<file path="src/rtl/front_panel.sv">
// -----------------------------------------------------------------------------
// front_panel
//
// Purpose:
//   Turns five raw, bouncing front-panel push switches into clean, fixed-width
//   command pulses for the sequencer. Each switch is synchronized, debounced on
//   both press and release, and produces exactly one pulse per press. A single
//   arbiter serializes the pulses so that at most one output is high at a time,
//   with at least one idle cycle between consecutive pulses. A CLEAR pulse is
//   issued automatically when reset is released.
//
// Parameters:
//   DEBOUNCE_CYCLES  cycles a synchronized level must hold to be accepted
//   PULSE_CYCLES     width of the RUN/HALT/STEPM/STEPI pulses
//   CLEAR_CYCLES     width of the CLEAR pulse
//
// Ports:
//   SYSCLK           clock
//   RESET            synchronous, active-high reset
//   SW_RUN, SW_HALT, SW_STEPM, SW_STEPI, SW_CLEAR
//                    raw asynchronous switches, high = pressed
//   RUN, HALT, STEPM, STEPI, CLEAR
//                    registered command pulses
//   BUSY             registered OR of all command pulses
//
// Build option:
//   FRONT_PANEL_AUTORUN_EN  when defined, one RUN pulse follows the power-on
//                           CLEAR (after a one-cycle gap) before any switch
//                           request is served.
// -----------------------------------------------------------------------------
module front_panel #(
    parameter int DEBOUNCE_CYCLES = 1000000,
    parameter int PULSE_CYCLES    = 16,
    parameter int CLEAR_CYCLES    = 64
) (
    input  logic SYSCLK,
    input  logic RESET,
    input  logic SW_RUN,
    input  logic SW_HALT,
    input  logic SW_STEPM,
    input  logic SW_STEPI,
    input  logic SW_CLEAR,
    output logic RUN,
    output logic HALT,
    output logic STEPM,
    output logic STEPI,
    output logic CLEAR,
    output logic BUSY
);

    localparam int NSW = 5;

    // Switch index doubles as grant priority: lower index wins.
    localparam int IX_CLEAR = 0;
    localparam int IX_HALT  = 1;
    localparam int IX_RUN   = 2;
    localparam int IX_STEPI = 3;
    localparam int IX_STEPM = 4;

    localparam logic [2:0] S_IDLE     = 3'd0;
    localparam logic [2:0] S_PRESS_DB = 3'd1;
    localparam logic [2:0] S_PENDING  = 3'd2;
    localparam logic [2:0] S_WAIT_REL = 3'd3;
    localparam logic [2:0] S_REL_DB   = 3'd4;

    // The debounce counter only has to reach DEBOUNCE_CYCLES-1.
    localparam int              DB_W    = (DEBOUNCE_CYCLES > 2) ? $clog2(DEBOUNCE_CYCLES) : 1;
    localparam logic [DB_W-1:0] DB_LAST = DB_W'(DEBOUNCE_CYCLES - 1);
    localparam logic [DB_W-1:0] DB_ONE  = DB_W'(1);
    localparam logic [DB_W-1:0] DB_ZERO = DB_W'(0);

    localparam int              PMAX      = (CLEAR_CYCLES > PULSE_CYCLES) ? CLEAR_CYCLES : PULSE_CYCLES;
    localparam int              PC_W      = $clog2(PMAX + 1);
    localparam logic [PC_W-1:0] PULSE_LEN = PC_W'(PULSE_CYCLES);
    localparam logic [PC_W-1:0] CLEAR_LEN = PC_W'(CLEAR_CYCLES);
    localparam logic [PC_W-1:0] PC_ONE    = PC_W'(1);
    localparam logic [PC_W-1:0] PC_ZERO   = PC_W'(0);

`ifdef FRONT_PANEL_AUTORUN_EN
    localparam logic AUTORUN_AT_RESET = 1'b1;
`else
    localparam logic AUTORUN_AT_RESET = 1'b0;
`endif

    logic [NSW-1:0]  sw_raw_s;
    logic [NSW-1:0]  sync1_q;
    logic [NSW-1:0]  sync2_q;
    logic [NSW-1:0]  req_s;
    logic [NSW-1:0]  grant_s;
    logic [NSW-1:0]  out_q;
    logic [NSW-1:0]  out_d;
    logic [2:0]      st_q  [NSW];
    logic [2:0]      st_d  [NSW];
    logic [DB_W-1:0] dbc_q [NSW];
    logic [DB_W-1:0] dbc_d [NSW];
    logic [PC_W-1:0] pcnt_q;
    logic [PC_W-1:0] pcnt_d;
    logic [PC_W-1:0] len_s;
    logic            busy_q;
    logic            por_q;
    logic            por_d;
    logic            autorun_q;
    logic            autorun_d;
    logic            arb_open_s;

    assign sw_raw_s = {SW_STEPM, SW_STEPI, SW_RUN, SW_HALT, SW_CLEAR};

    // Two-flop synchronizers, one per switch.
    always_ff @(posedge SYSCLK) begin
        if (RESET) begin
            sync1_q <= {NSW{1'b0}};
            sync2_q <= {NSW{1'b0}};
        end else begin
            sync1_q <= sw_raw_s;
            sync2_q <= sync1_q;
        end
    end

    // A switch requests service while its FSM sits in PENDING.
    always_comb begin
        req_s = {NSW{1'b0}};
        for (int i = 0; i < NSW; i++) begin
            req_s[i] = (st_q[i] == S_PENDING);
        end
    end

    // Power-on CLEAR and autorun own the pulse engine before any switch.
    assign arb_open_s = ~busy_q & ~por_q & ~autorun_q;

    // Fixed-priority arbiter: CLEAR > HALT > RUN > STEPI > STEPM.
    always_comb begin
        grant_s = 5'b00000;
        if (arb_open_s) begin
            casez (req_s)
                5'b????1: grant_s = 5'b00001;
                5'b???10: grant_s = 5'b00010;
                5'b??100: grant_s = 5'b00100;
                5'b?1000: grant_s = 5'b01000;
                5'b10000: grant_s = 5'b10000;
                default:  grant_s = 5'b00000;
            endcase
        end else begin
            grant_s = 5'b00000;
        end
    end

    // Per-switch press/release debounce FSMs.
    // PRESS_DB and REL_DB each last DEBOUNCE_CYCLES cycles of a steady level;
    // the counter stops at DB_LAST because reaching it always leaves the state.
    always_comb begin
        for (int i = 0; i < NSW; i++) begin
            st_d[i]  = st_q[i];
            dbc_d[i] = dbc_q[i];
            case (st_q[i])
                S_IDLE: begin
                    dbc_d[i] = DB_ZERO;
                    if (sync2_q[i]) begin
                        st_d[i] = S_PRESS_DB;
                    end else begin
                        st_d[i] = S_IDLE;
                    end
                end
                S_PRESS_DB: begin
                    if (!sync2_q[i]) begin
                        st_d[i]  = S_IDLE;
                        dbc_d[i] = DB_ZERO;
                    end else if (dbc_q[i] == DB_LAST) begin
                        st_d[i]  = S_PENDING;
                        dbc_d[i] = DB_ZERO;
                    end else begin
                        dbc_d[i] = dbc_q[i] + DB_ONE;
                    end
                end
                S_PENDING: begin
                    if (grant_s[i]) begin
                        st_d[i] = S_WAIT_REL;
                    end else begin
                        st_d[i] = S_PENDING;
                    end
                end
                S_WAIT_REL: begin
                    dbc_d[i] = DB_ZERO;
                    if (!sync2_q[i]) begin
                        st_d[i] = S_REL_DB;
                    end else begin
                        st_d[i] = S_WAIT_REL;
                    end
                end
                S_REL_DB: begin
                    if (sync2_q[i]) begin
                        st_d[i]  = S_WAIT_REL;
                        dbc_d[i] = DB_ZERO;
                    end else if (dbc_q[i] == DB_LAST) begin
                        st_d[i]  = S_IDLE;
                        dbc_d[i] = DB_ZERO;
                    end else begin
                        dbc_d[i] = dbc_q[i] + DB_ONE;
                    end
                end
                default: begin
                    st_d[i]  = S_IDLE;
                    dbc_d[i] = DB_ZERO;
                end
            endcase
        end
    end

    // Debounce FSM state and counter registers.
    always_ff @(posedge SYSCLK) begin
        if (RESET) begin
            for (int i = 0; i < NSW; i++) begin
                st_q[i]  <= S_IDLE;
                dbc_q[i] <= DB_ZERO;
            end
        end else begin
            for (int i = 0; i < NSW; i++) begin
                st_q[i]  <= st_d[i];
                dbc_q[i] <= dbc_d[i];
            end
        end
    end

    assign len_s = out_q[IX_CLEAR] ? CLEAR_LEN : PULSE_LEN;

    // Pulse engine: power-on CLEAR, then optional autorun, then granted switches.
    // pcnt_q holds the number of cycles the current pulse has already been high,
    // so the pulse drops on the edge where it equals the pulse length.
    always_comb begin
        out_d     = out_q;
        pcnt_d    = pcnt_q;
        por_d     = por_q;
        autorun_d = autorun_q;
        if (por_q) begin
            out_d  = 5'b00001;
            pcnt_d = PC_ONE;
            por_d  = 1'b0;
        end else if (busy_q) begin
            if (pcnt_q >= len_s) begin
                out_d  = 5'b00000;
                pcnt_d = PC_ZERO;
            end else begin
                pcnt_d = pcnt_q + PC_ONE;
            end
        end else if (autorun_q) begin
            out_d     = 5'b00100;
            pcnt_d    = PC_ONE;
            autorun_d = 1'b0;
        end else if (grant_s != 5'b00000) begin
            out_d  = grant_s;
            pcnt_d = PC_ONE;
        end else begin
            out_d  = out_q;
            pcnt_d = pcnt_q;
        end
    end

    // Pulse engine registers; BUSY is registered alongside the outputs it mirrors.
    always_ff @(posedge SYSCLK) begin
        if (RESET) begin
            out_q     <= 5'b00000;
            pcnt_q    <= PC_ZERO;
            busy_q    <= 1'b0;
            por_q     <= 1'b1;
            autorun_q <= AUTORUN_AT_RESET;
        end else begin
            out_q     <= out_d;
            pcnt_q    <= pcnt_d;
            busy_q    <= |out_d;
            por_q     <= por_d;
            autorun_q <= autorun_d;
        end
    end

    assign CLEAR = out_q[IX_CLEAR];
    assign HALT  = out_q[IX_HALT];
    assign RUN   = out_q[IX_RUN];
    assign STEPI = out_q[IX_STEPI];
    assign STEPM = out_q[IX_STEPM];
    assign BUSY  = busy_q;

endmodule

</file>
<file path="config.mk">
export PLATFORM = sky130hd
export DESIGN_NAME = front_panel
export DESIGN_NICKNAME = d
export VERILOG_FILES = /design/src/rtl/front_panel.sv
export SDC_FILE = /design/constraint.sdc
export NUM_CORES = 1
export LEC_CHECK = 0
export ABC_CLOCK_PERIOD_IN_PS = 2600
export CAP_MARGIN = 20
export CORE_MARGIN = 2
export CORE_UTILIZATION = 25
export DETAILED_ROUTE_END_ITERATION = 8
export PLACE_DENSITY = 0.35
export RECOVER_POWER = 25
export SYNTH_ARGS = -nofsm -noshare
export SYNTH_HDL_FRONTEND = slang
export SYNTH_SLANG_ARGS = --single-unit
</file>
<file path="constraint.sdc">
create_clock -name SYSCLK -period 2.6 [get_ports SYSCLK]
set_input_delay 0.52 -clock SYSCLK [delete_from_list [all_inputs] [get_ports SYSCLK]]
set_output_delay 0.52 -clock SYSCLK [all_outputs]
set_load 0.01 [all_outputs]
</file>
Word level (Yosys, flattened, before mapping):

Memory sizes are Yosys's and may differ from the RTL's.
Index checks and enable logic that the tools add are counted.

* RAM bits: 115
* bits of input ports: 7
* bits in registers: 24
* memories kept: 2
* output and inout bits: 6
* word-level logic and storage cells: 152

* bitwise logic cells: 13
* equal/unequal tests: 29
* reductions and logical operators: 10
* multiplexer cells: 84
* add/subtract/negate cells: 6
* $lt $le $gt $ge: 1

Memory list
* dbc_q: words 5, width 20, rd ports 5, clocked after Yosys merged registers in 0, write ports 5, line 94 `logic [DB_W-1:0] dbc_q [NSW];`
* st_q: words 5, width 3, rd ports 5, clocked after Yosys merged registers in 0, write ports 5, line 92 `logic [2:0] st_q [NSW];`

Operators with widths (number)
* $mux W20: 20
* $pmux W20 S3: 5
* $add A20 B1 Y20 const B: 5
* $eq A20 B20 Y1 const B: 5
* $mux W3: 30
* $pmux W3 S5: 5
* $eq A3 B2 Y1 const B: 10
* $mux W7: 4
* $mux W5: 5
* $pmux W5 S5: 1
* $eq A3 B3 Y1 const B: 6
* $eq A3 B1 Y1 const B: 5
* $logic_not A3 Y1: 5
* $mux W1: 14
* $or A1 B1 Y1: 10
* $add A7 B1 Y7 const B: 1
* $ge A7 B7 Y1: 1
* $eq A5 B5 Y1 const B: 1
* $reduce_bool A5 Y1: 1
* $reduce_or A5 Y1: 1
* $eq A4 B4 Y1 const B: 1
* $reduce_bool A3 Y1: 1
* $eq A2 B2 Y1 const B: 1
* $not A1 Y1: 2
* other kinds (3): 3

Logic depth before layout (Yosys ltp):

Gate-level depths: netlist of the first run.
An unclocked memory read counts as a cell.

* depth in word-level cells: 10
* gate-level depth with buffers: 8
* gate-level depth less buffers: 7

Worst setup path before layout of the first run:

No wires, ideal clock.

* path kind: flip-flop to flip-flop
* start: register out_q[0]
* end: register out_q[0]
* setup time: 0.128 ns
* path slack: 0.475 ns
* cell stages (with the launch flop): 8
* clock period less this slack: 2.125 ns
* data required time: 2.472 ns
* arrival: 1.998 ns
* path buffers: 0
* path through: dfxtp_1 -> inv_1 -> ha_1 -> or4bb_1 -> a21o_1 -> a221o_1 -> a221oi_1 -> nor2_1

* longest elaborated chain between the ends: 5

Ends and longest elaborated chain
* from (decl): line 90 `logic [NSW-1:0] out_q;`
* from (signal assigned): line 266 `out_q <= out_d;`
* $mux W7: line 223 `assign len_s = out_q[IX_CLEAR] ? CLEAR_LEN : PULSE_LEN;`
* $ge A7 B7 Y1: line 238 `if (pcnt_q >= len_s) begin`
* $mux W5: line 238
* $mux W5 (*): line 237 `end else if (busy_q) begin`
* $mux W5 (*): line 233 `if (por_q) begin`

Every way passes the cells marked *; elsewhere a longest branch is shown, timed or not.
A chain may end at the register's enable or synchronous reset.

==> results of run 1 <==
## through the flow
step | total power [mW] | cells | worst slack, ns | hold WS [ns] | instance area [um^2]
floorplan | 2.27 | 791 | 0.475 | 0.414 | 6720
global placement | 2.31 | 1128 | 0.367 | 0.433 | 7250
detailed placement | 2.31 | 1128 | 0.337 | 0.437 | 7250
CTS | 4.65 | 1158 | 0.318 | 0.451 | 7800
global route | 4.75 | 1159 | 0.0965 | 0.461 | 7790
finish | 4.55 | 1159 | 0.285 | 0.443 | 7790
## final timing paths
path              slack (ns)      endpoint  startpoint  cells past startpoint
setup / recovery        0.28  dbc_q[0][91]       RESET                      5
hold / removal          0.44    sync2_q[3]  sync1_q[3]                      1
setup reg to reg        0.30      out_q[0]    out_q[0]                      7
hold reg to reg         0.44    sync2_q[3]  sync1_q[3]                      1
## power by group
group	internal [mW]	leakage [nW]	switching, mW
combinational	0.0401	1.03	0.0601
clock	1.31	0.254	0.974
sequential	2.14	1.12	0.0191
## worst max-delay path, delay by kind of cell
family / cells / cell delay [ns]
buf+inv: 3 / 1.70
compound gates: 1 / 0.25
simple gates: 1 / 0.12
## flip-flops by register name, indices dropped and copies added (netlist names)
register	count
dbc_q	100
st_q	15
out_q	5
pcnt_q	7
sync1_q	5
sync2_q	5
por_q	1
BUSY	1
## per-layer routing
layer,up-vias,track usage (%),part of all wire (%)
li1,2868,-,-
met1,2618,14.7,50
met2,45,18.6,48
met3,7,2.54,1.7
met4,0,4.20,0.78
met5,-,0,0
## Yosys cell counts, drive strengths merged, types with 2 or more instances
| cell type | n |
|---|---|
| nor3b | 8 |
| inv | 18 |
| xnor2 | 38 |
| or2 | 2 |
| ha | 9 |
| or4b | 2 |
| nor3 | 29 |
| clkbuf | 18 |
| nor4b | 6 |
| a31o | 2 |
| a22oi | 6 |
| mux2i | 2 |
| a22o | 2 |
| nor4bb | 3 |
| or3 | 3 |
| a31oi | 9 |
| o32ai | 2 |
| or4bb | 2 |
| and2 | 8 |
| and4 | 12 |
| nor4 | 16 |
| a211oi | 10 |
| nand3 | 37 |
| o32a | 3 |
| o31a | 2 |
| buf | 6 |
| o21ai | 19 |
| nor2b | 23 |
| nand4 | 28 |
| nand3b | 7 |
| o21a | 3 |
| nand2 | 65 |
| dfxtp | 139 |
| or4 | 3 |
| a21oi | 30 |
| nand2b | 4 |
| and3 | 14 |
| nor2 | 123 |
| a221oi | 4 |
| o22ai | 3 |
| o31ai | 3 |
| a21o | 5 |
| xor2 | 39 |
| a32oi | 4 |
| or3b | 9 |
## cell type report
type                       count  area [um^2]  share of cell area (%)
sequential                   139         2780                    35.7
clock inverter                13          121                    1.56
timing repair buffer          27          216                    2.78
clock buffer                  17          425                    5.46
tap                          335          419                    5.38
inverter                      19         71.3                   0.915
multi-input combinational    609         3760                    48.2
## cells by family after synthesis
family,count (synthesis),synth area share [%]
buffers and inverters,43,2.63
adders and majority gates,9,1.68
xor gates and xnor gates,77,10.0
and+or+nand+nor,406,32.1
muxes,3,0.466
DFF,139,41.4
AOI/OAI and AO/OA,114,11.6
==> qor.yml, run 1 <==
synthesis:
  ys_types: 67
  synth_top_area_share_pct: 41.4
  ys.flop_type: "dfxtp_1"
  async_reset_ff_share_pct: 0
  ys_ff_latch: 139
  ys_seq_area_share_pct: 41.4
  synthTopCellsByArea: "dfxtp_1, nor2_1, xor2_1"
  synth_top_area_cell: "dfxtp_1"
  syn_area_um2: 6720
  synth_edf_count: 0
  synth_area_per_cell_um2: 8.49
  synth_cells: 791
  syn_nets: 807
  yosysWarnings: 0
cells_and_area:
  post-route-util_pct: 29.7
  nFillCells: 2720
  antenna_cells: 0
  final_cell_mix: "dfxtp_1, nor2_1, nand2_1, xor2_1, xnor2_1"
  mostFrequentLayoutCell: "dfxtp_1"
  area_growth_syn_to_layout_pct: 16.0
  final_net_count: 829
  drive_above_1_share_pct: 8.01
place:
  port_buffers: 12
  dpl.hpwl_um: 10800
  gp_congestion: 0.763
sta:
  hold_violations: 0
  worst_pin_slew_ns: 1.08
  rsz0062_at_grt: "no"
  slew_headroom_pct: 27.5
  period_needed_ns: 2.32
  min_period_over_period_pct: 89.0
  slew_violations: 0
  finalSetupTns_ns: 0
  clock_skew_ns: 0.0135
  final-setup-viol-count: 0
  timing.fmax_mhz: 432
clock_network:
  path_clk_slew_ns: 0.07
  cts-root-buf: "clkbuf_16"
  cts_resized: 0
  clkLatencyLatePin_ns: 0.42
  cts.htree.levels: 4
  cts_sinks: 139
  cts_tree: "done"
  ctsHoldBuffers: 0
  clock_path_buffers: 2
  post_cts_buffers: 0
  cts_buffers: 17
floorplan:
  die_x_um: 168
  start_util_pct: 25.6
  io_pins: 13
  dieArea_um2: 28200
  die_h_um: 168
  core.rowCount: 59
  core-area_um2: 26200
global_routing:
  grt_overflow: 0
  grt_antenna_before_repair: 0
  grt_max_degree: 19
  grt_pass1_vias: 5375
  gr-usage-all-layers_pct: 11.4
  grt_pass1_wl_um: 26100
detailed_routing:
  finalWirelength_um: 15400
  ant_nets: 0
  vias: 5538
  wl_per_cell_um: 13.3
  first_iter_violations: 227
  drc: 0
  firstDrtPassIters: 4
  viasPerCell: 4.78
worst_hold_path:
  hold_class: "flop to flop"
pwr:
  power.density_nw_per_um2: 584
  leakage_nw: 2.41
  ir_drop_mv: 0.354
critical_path:
  path_class: "primary input to flop"
  crit_fanout: 16
  worst_path_max_delay_cell: "clkbuf_1"
  crit_top_cell: "clkbuf_1"
  cp.arrival_ns: 2.60
  cp_slowest_stage_delay_ns: 0.69
  path_cells: "clkbuf_1 > clkinv_1 > o21ai_0 > clkbuf_1 > nor2_1"
  crit_path_start_kind: "primary input"
  crit_path_end_kind: "flop"
  crit_required_ns: 2.89
status:
  status: "finished clean"
job:
  cap_violations: 0
Power figures use the tool's default switching activity.
==> run 2, diff against run 1 <==
--- a/config.mk
+++ b/config.mk
@@ -6,12 +6,14 @@
 export NUM_CORES = 1
 export LEC_CHECK = 0
 export ABC_CLOCK_PERIOD_IN_PS = 2600
-export CAP_MARGIN = 20
+export CAP_MARGIN = 40
 export CORE_MARGIN = 2
 export CORE_UTILIZATION = 25
+export CTS_CLUSTER_SIZE = 12
 export DETAILED_ROUTE_END_ITERATION = 8
 export PLACE_DENSITY = 0.35
 export RECOVER_POWER = 25
+export SKIP_LAST_GASP = 1
 export SYNTH_ARGS = -nofsm -noshare
 export SYNTH_HDL_FRONTEND = slang
 export SYNTH_SLANG_ARGS = --single-unit
==> qor.yml, run 2 (same netlist as run 1, synthesis figures left out) <==
status:
  status: "finished clean"
floorplan:
  io_pins: 13  # unchanged
  core-area_um2: 26200  # unchanged
  dieArea_um2: 28200  # unchanged
  start_util_pct: 25.6  # unchanged
  die_x_um: 168  # unchanged
  core.rowCount: 59  # unchanged
  die_h_um: 168  # unchanged
sta:
  timing.fmax_mhz: 436  # +1.1%
  slew_headroom_pct: 38.2  # +11 points
  slew_violations: 0  # unchanged
  final-setup-viol-count: 0  # unchanged
  clock_skew_ns: 0.0157  # +0.00225 ns
  hold_violations: 0  # unchanged
  fin_ws_ns: 0.309  # +0.0242 ns
  min_period_over_period_pct: 88.1  # -0.93 points
  period_needed_ns: 2.29  # -0.0242 ns
  finalSetupTns_ns: 0  # unchanged
  rsz0062_at_grt: "no"
  worst_pin_slew_ns: 0.928  # -0.149 ns
  holdWs_ns: 0.437  # -0.00552 ns
detailed_routing:
  wl_per_cell_um: 13.4  # +0.51%
  viasPerCell: 4.84  # +1.2%
  vias: 5619  # +1.5%
  firstDrtPassIters: 4  # unchanged
  first_iter_violations: 229  # +0.88%
  ant_nets: 0  # unchanged
  drc: 0  # unchanged
  finalWirelength_um: 15600  # +0.77%
clock_network:
  cts_tree: "done"
  cts_resized: 0  # unchanged
  clock_path_buffers: 2  # unchanged
  cts.htree.levels: 4  # unchanged
  cts_sinks: 139  # unchanged
  path_clk_slew_ns: 0.07  # about the same
  clkLatencyLatePin_ns: 0.43  # about the same
  cts-root-buf: "clkbuf_16"
  post_cts_buffers: 0  # unchanged
  ctsHoldBuffers: 0  # unchanged
  cts_buffers: 17  # unchanged
place:
  placedCellCount: 1130  # +0.18%
  port_buffers: 12  # unchanged
  placed_cell_area_um2: 7270  # +0.26%
  dpl.hpwl_um: 10800  # +0.51%
  pre_cts_ws_ns: 0.336  # -0.00119 ns
  gp_congestion: 0.763  # unchanged
global_routing:
  grt_pass1_vias: 5359  # -0.30%
  grt_pass1_wl_um: 26500  # +1.5%
  gr-usage-all-layers_pct: 11.5  # +0.15 points
  grt_overflow: 0  # unchanged
  grt_max_degree: 19  # unchanged
  grt_antenna_before_repair: 0  # unchanged
cells_and_area:
  area_growth_syn_to_layout_pct: 16.6
  instances_no_fill: 1162  # +0.26%
  mostFrequentLayoutCell: "dfxtp_1"
  final_cell_mix: "dfxtp_1, nor2_1, nand2_1, xor2_1, xnor2_1"
  drive_above_1_share_pct: 8.46  # +0.45 points
  multi_input_area_um2: 3760  # unchanged
  antenna_cells: 0  # unchanged
  post-route-util_pct: 29.9  # +0.15 points
  final_cell_area_um2: 7830  # +0.51%
  top_regs: "dbc_q: 100 flops, st_q: 15 flops, pcnt_q: 7 flops"
  largest_register: "dbc_q"
  nFillCells: 2742  # +0.81%
  largest_reg_flops: 100  # unchanged
  final_net_count: 830  # +0.12%
  regArea_um2: 2780  # unchanged
critical_path:
  crit_buf_inv: 1  # -2
  crit_required_ns: 2.91  # +0.02 ns
  cp.arrival_ns: 2.60  # about the same
  cp_slowest_stage_delay_ns: 0.65  # -0.04 ns
  crit_path_end_kind: "flop"
  critical_path.top_delay_family: "compound AO/OA/AOI/OAI gates"
  crit_fanout: 9  # -7
  worst_path_max_delay_cell: "o21ai_0"
  path_cells: "nor4bb_1 > and4_1 > a21oi_1 > o21ai_0 > buf_4 > nor2_1"
  path_class: "flop to flop"
  crit_path_start_kind: "flop"
job:
  cap_violations: 0  # unchanged
pwr:
  power.total_mw: 4.62  # +1.6%
  leakage_nw: 2.45  # +1.6%
  power.density_nw_per_um2: 590  # +1.1%
  ir_drop_mv: 0.376  # +6.2%
worst_hold_path:
  hold_class: "flop to flop"
==> run 2: per-layer routing <==
| metal | track usage [%] | up-vias | share of wire (%) |
|---|---|---|---|
| li1 | - | 2875 | - |
| met1 | 15.2 | 2659 | 49 |
| met2 | 18.6 | 71 | 47 |
| met3 | 2.89 | 14 | 2.9 |
| met4 | 3.55 | 0 | 1.1 |
| met5 | 0 | - | 0 |
==> run 2: path summary, 6_finish.rpt <==
| kind | endpoint | from | depth (start not counted) | slack (ns) |
|---|---|---|---|---|
| worst min register to register | sync2_q[2] | sync1_q[2] | 1 | 0.44 |
| worst max-delay path | dbc_q[0][87] | dbc_q[0][90] | 6 | 0.31 |
| worst max register to register | dbc_q[0][87] | dbc_q[0][90] | 6 | 0.31 |
| worst min-delay path | sync2_q[2] | sync1_q[2] | 1 | 0.44 |
==> run 2: power by group <==
group	internal [mW]	total, mW	leakage [nW]	switching, mW
Clock	1.31	2.36	0.278	1.05
Sequential	2.14	2.16	1.12	0.0189
Combinational	0.0397	0.0987	1.05	0.0590
==> run 2: final cells by class <==
type,count,area share [%]
Tap cell,335,5.35
Multi-Input combinational cell,609,48.0
Clock buffer,19,5.78
Sequential cell,139,35.5
Clock inverter,13,1.52
Inverter,19,0.911
Timing Repair Buffer,28,2.96
==> run 3, diff against run 2 <==
--- a/config.mk
+++ b/config.mk
@@ -6,7 +6,7 @@
 export NUM_CORES = 1
 export LEC_CHECK = 0
 export ABC_CLOCK_PERIOD_IN_PS = 2600
-export CAP_MARGIN = 40
+export CAP_MARGIN = 25
 export CORE_MARGIN = 2
 export CORE_UTILIZATION = 25
 export CTS_CLUSTER_SIZE = 12
==> qor.yml, run 3 (same netlist as run 1, synthesis figures left out) <==
status:
  status: "finished clean"
sta:
  final-setup-viol-count: 0  # unchanged
  hold_violations: 0  # unchanged
  clock_skew_ns: 0.0113  # -0.00441 ns
  min_period_over_period_pct: 89.5  # +1.3 points
  slew_headroom_pct: 36.6  # -1.6 points
  holdWs_ns: 0.443  # +0.00558 ns
  slew_violations: 0  # unchanged
  worst_pin_slew_ns: 0.951  # +0.0237 ns
  timing.fmax_mhz: 430  # -1.5%
  rsz0062_at_grt: "no"
  period_needed_ns: 2.33  # +0.0348 ns
  finalSetupTns_ns: 0  # unchanged
clock_network:
  cts-root-buf: "clkbuf_16"
  cts_sinks: 139  # unchanged
  ctsHoldBuffers: 0  # unchanged
  path_clk_slew_ns: 0.07  # about the same
  clock_path_buffers: 2  # unchanged
  cts.htree.levels: 4  # unchanged
  clkLatencyLatePin_ns: 0.43  # about the same
  post_cts_buffers: 0  # unchanged
  cts_resized: 0  # unchanged
  cts_buffers: 17  # unchanged
  cts_tree: "done"
place:
  dpl.hpwl_um: 10800  # -0.51%
  gp_congestion: 0.763  # unchanged
  port_buffers: 12  # unchanged
  placed_cell_area_um2: 7250  # -0.26%
global_routing:
  grt_pass1_vias: 5375  # +0.30%
  grt_use_met2_pct: 18.6  # about the same
  gr-usage-all-layers_pct: 11.4  # -0.15 points
  grt_max_degree: 19  # unchanged
  grt_use_met3_pct: 2.54  # -0.35 points
  use_met1_pct: 14.7  # -0.49 points
  grt_antenna_before_repair: 0  # unchanged
  grt_overflow: 0  # unchanged
  busiest_layer: "met2"
  grt_pass1_wl_um: 26100  # -1.5%
pwr:
  power.total_mw: 4.55  # -1.5%
  p_sw_share_pct: 23.3  # -1.1 points
  comb_power_share_pct: 2.2  # about the same
  intPower_mw: 3.49  # about the same
  p_sw_mw: 1.06  # -6.1%
  leakage_nw: 2.41  # -1.4%
  ir_drop_mv: 0.354  # -5.9%
  power.density_nw_per_um2: 584  # -1.1%
  clkPwrFrac_pct: 50.3  # -0.8 points
  power_frac_seq_pct: 47.5  # +0.7 points
cells_and_area:
  final_cell_area_um2: 7800  # -0.45%
  mostFrequentLayoutCell: "dfxtp_1"
  largest_register: "dbc_q"
  antenna_cells: 0  # unchanged
  drive_above_1_share_pct: 8.12  # -0.34 points
  largest_reg_flops: 100  # unchanged
  nFillCells: 2719  # -0.84%
  regArea_um2: 2780  # unchanged
  area_growth_syn_to_layout_pct: 16.1
  multi_input_area_um2: 3760  # unchanged
  final_net_count: 830  # unchanged
  top_regs: "dbc_q: 100 flops, st_q: 15 flops, pcnt_q: 7 flops"
  final_cell_mix: "dfxtp_1, nor2_1, nand2_1, xor2_1, xnor2_1"
worst_hold_path:
  min_from: "sync1_q[3]"
  hold_end: "sync2_q[3]"
  hold_class: "flop to flop"
  worstHoldPathCells: 1  # unchanged
floorplan:
  io_pins: 13  # unchanged
  core-area_um2: 26200  # unchanged
  start_util_pct: 25.6  # unchanged
  core.rowCount: 59  # unchanged
  dieArea_um2: 28200  # unchanged
  die_x_um: 168  # unchanged
  die_h_um: 168  # unchanged
critical_path:
  rr_startpoint: "out_q[0]"
  cp.arrival_ns: 2.62  # +0.02 ns
  rrSetupSlack_ns: 0.31  # about the same
  path_class: "primary input to flop"
  crit_path_end_kind: "flop"
  crit_fanout: 16  # +7
  crit_required_ns: 2.89  # -0.02 ns
  crit_path_start_kind: "primary input"
  crit-reg2reg-capture: "out_q[0]"
  r2r_cells: 7  # +1
detailed_routing:
  viasPerCell: 4.79  # -0.86%
  finalWirelength_um: 15400  # -0.89%
  firstDrtPassIters: 4  # unchanged
  vias: 5561  # -1.0%
  drc: 0  # unchanged
  wl_per_cell_um: 13.3  # -0.72%
  first_iter_violations: 224  # -2.2%
  ant_nets: 0  # unchanged
job:
  cap_violations: 0  # unchanged
-- run 3: changes by cell type in the layout (fill, tap and decap cells not counted), moves of 2 or more --
cell	change
clkinv_2	+2
clkbuf_8	-2
dlygate4sd3_1	-3
clkdlybuf4s50_1	+3
clkinvlp_4	+3
inv_6	-3
inv_8	-3
-- run 3: critical path, stage by stage --
cell and delay, ns:
clkbuf_1 0.69, clkinv_1 0.50, o21ai_0 0.25, clkbuf_1 0.52
nor2_1 0.13
-- run 3: layout make-up --
| cell class | instances | share of cell area (%) |
|---|---|---|
| clock buffer | 17 | 5.46 |
| timing repair buffer | 28 | 2.84 |
| sequential | 139 | 35.7 |
| inverter | 19 | 0.915 |
| clock inverter | 13 | 1.56 |
| tap | 335 | 5.38 |
| multi-input combinational | 609 | 48.2 |
-- run 3: per-stage QoR --
stage | setup slack, ns | util (%) | instances
after floorplan | 0.475 | - | 791
after global placement | 0.367 | 27.7 | 1128
after detailed placement | 0.337 | 27.7 | 1128
after CTS | 0.318 | 29.7 | 1158
after global routing | 0.0936 | 29.8 | 1160
final | 0.274 | 29.8 | 1160
-- run 3: worst max-delay path by stage --
stage | start | end | slack (ns) | cells after the start
final | RESET | dbc_q[0][91] | 0.27 | 5
after global routing | RESET | dbc_q[0][82] | 0.09 | 5
after CTS | dbc_q[0][14] | dbc_q[0][5] | 0.32 | 5
after detailed placement | out_q[0] | out_q[0] | 0.34 | 7
after global placement | dbc_q[0][7] | dbc_q[0][19] | 0.37 | 5
after floorplan | out_q[0] | out_q[0] | 0.47 | 7
-- run 3: layer usage --
metal  up-vias  share of wire [%]
li1       2870                  -
met1      2629                 49
met2        45                 47
met3        17                2.2
met4         0                1.5
met5         -                  0
-- run 3: power groups by stage --
stage | clock network, mW | logic, mW | registers (mW)
2_1_floorplan | 0 | 0.0698 | 2.20
3_3_place_gp | 0 | 0.103 | 2.21
3_5_place_dp | 0 | 0.102 | 2.21
4_1_cts | 2.38 | 0.103 | 2.16
5_1_grt | 2.47 | 0.113 | 2.17
6_report | 2.29 | 0.0999 | 2.16
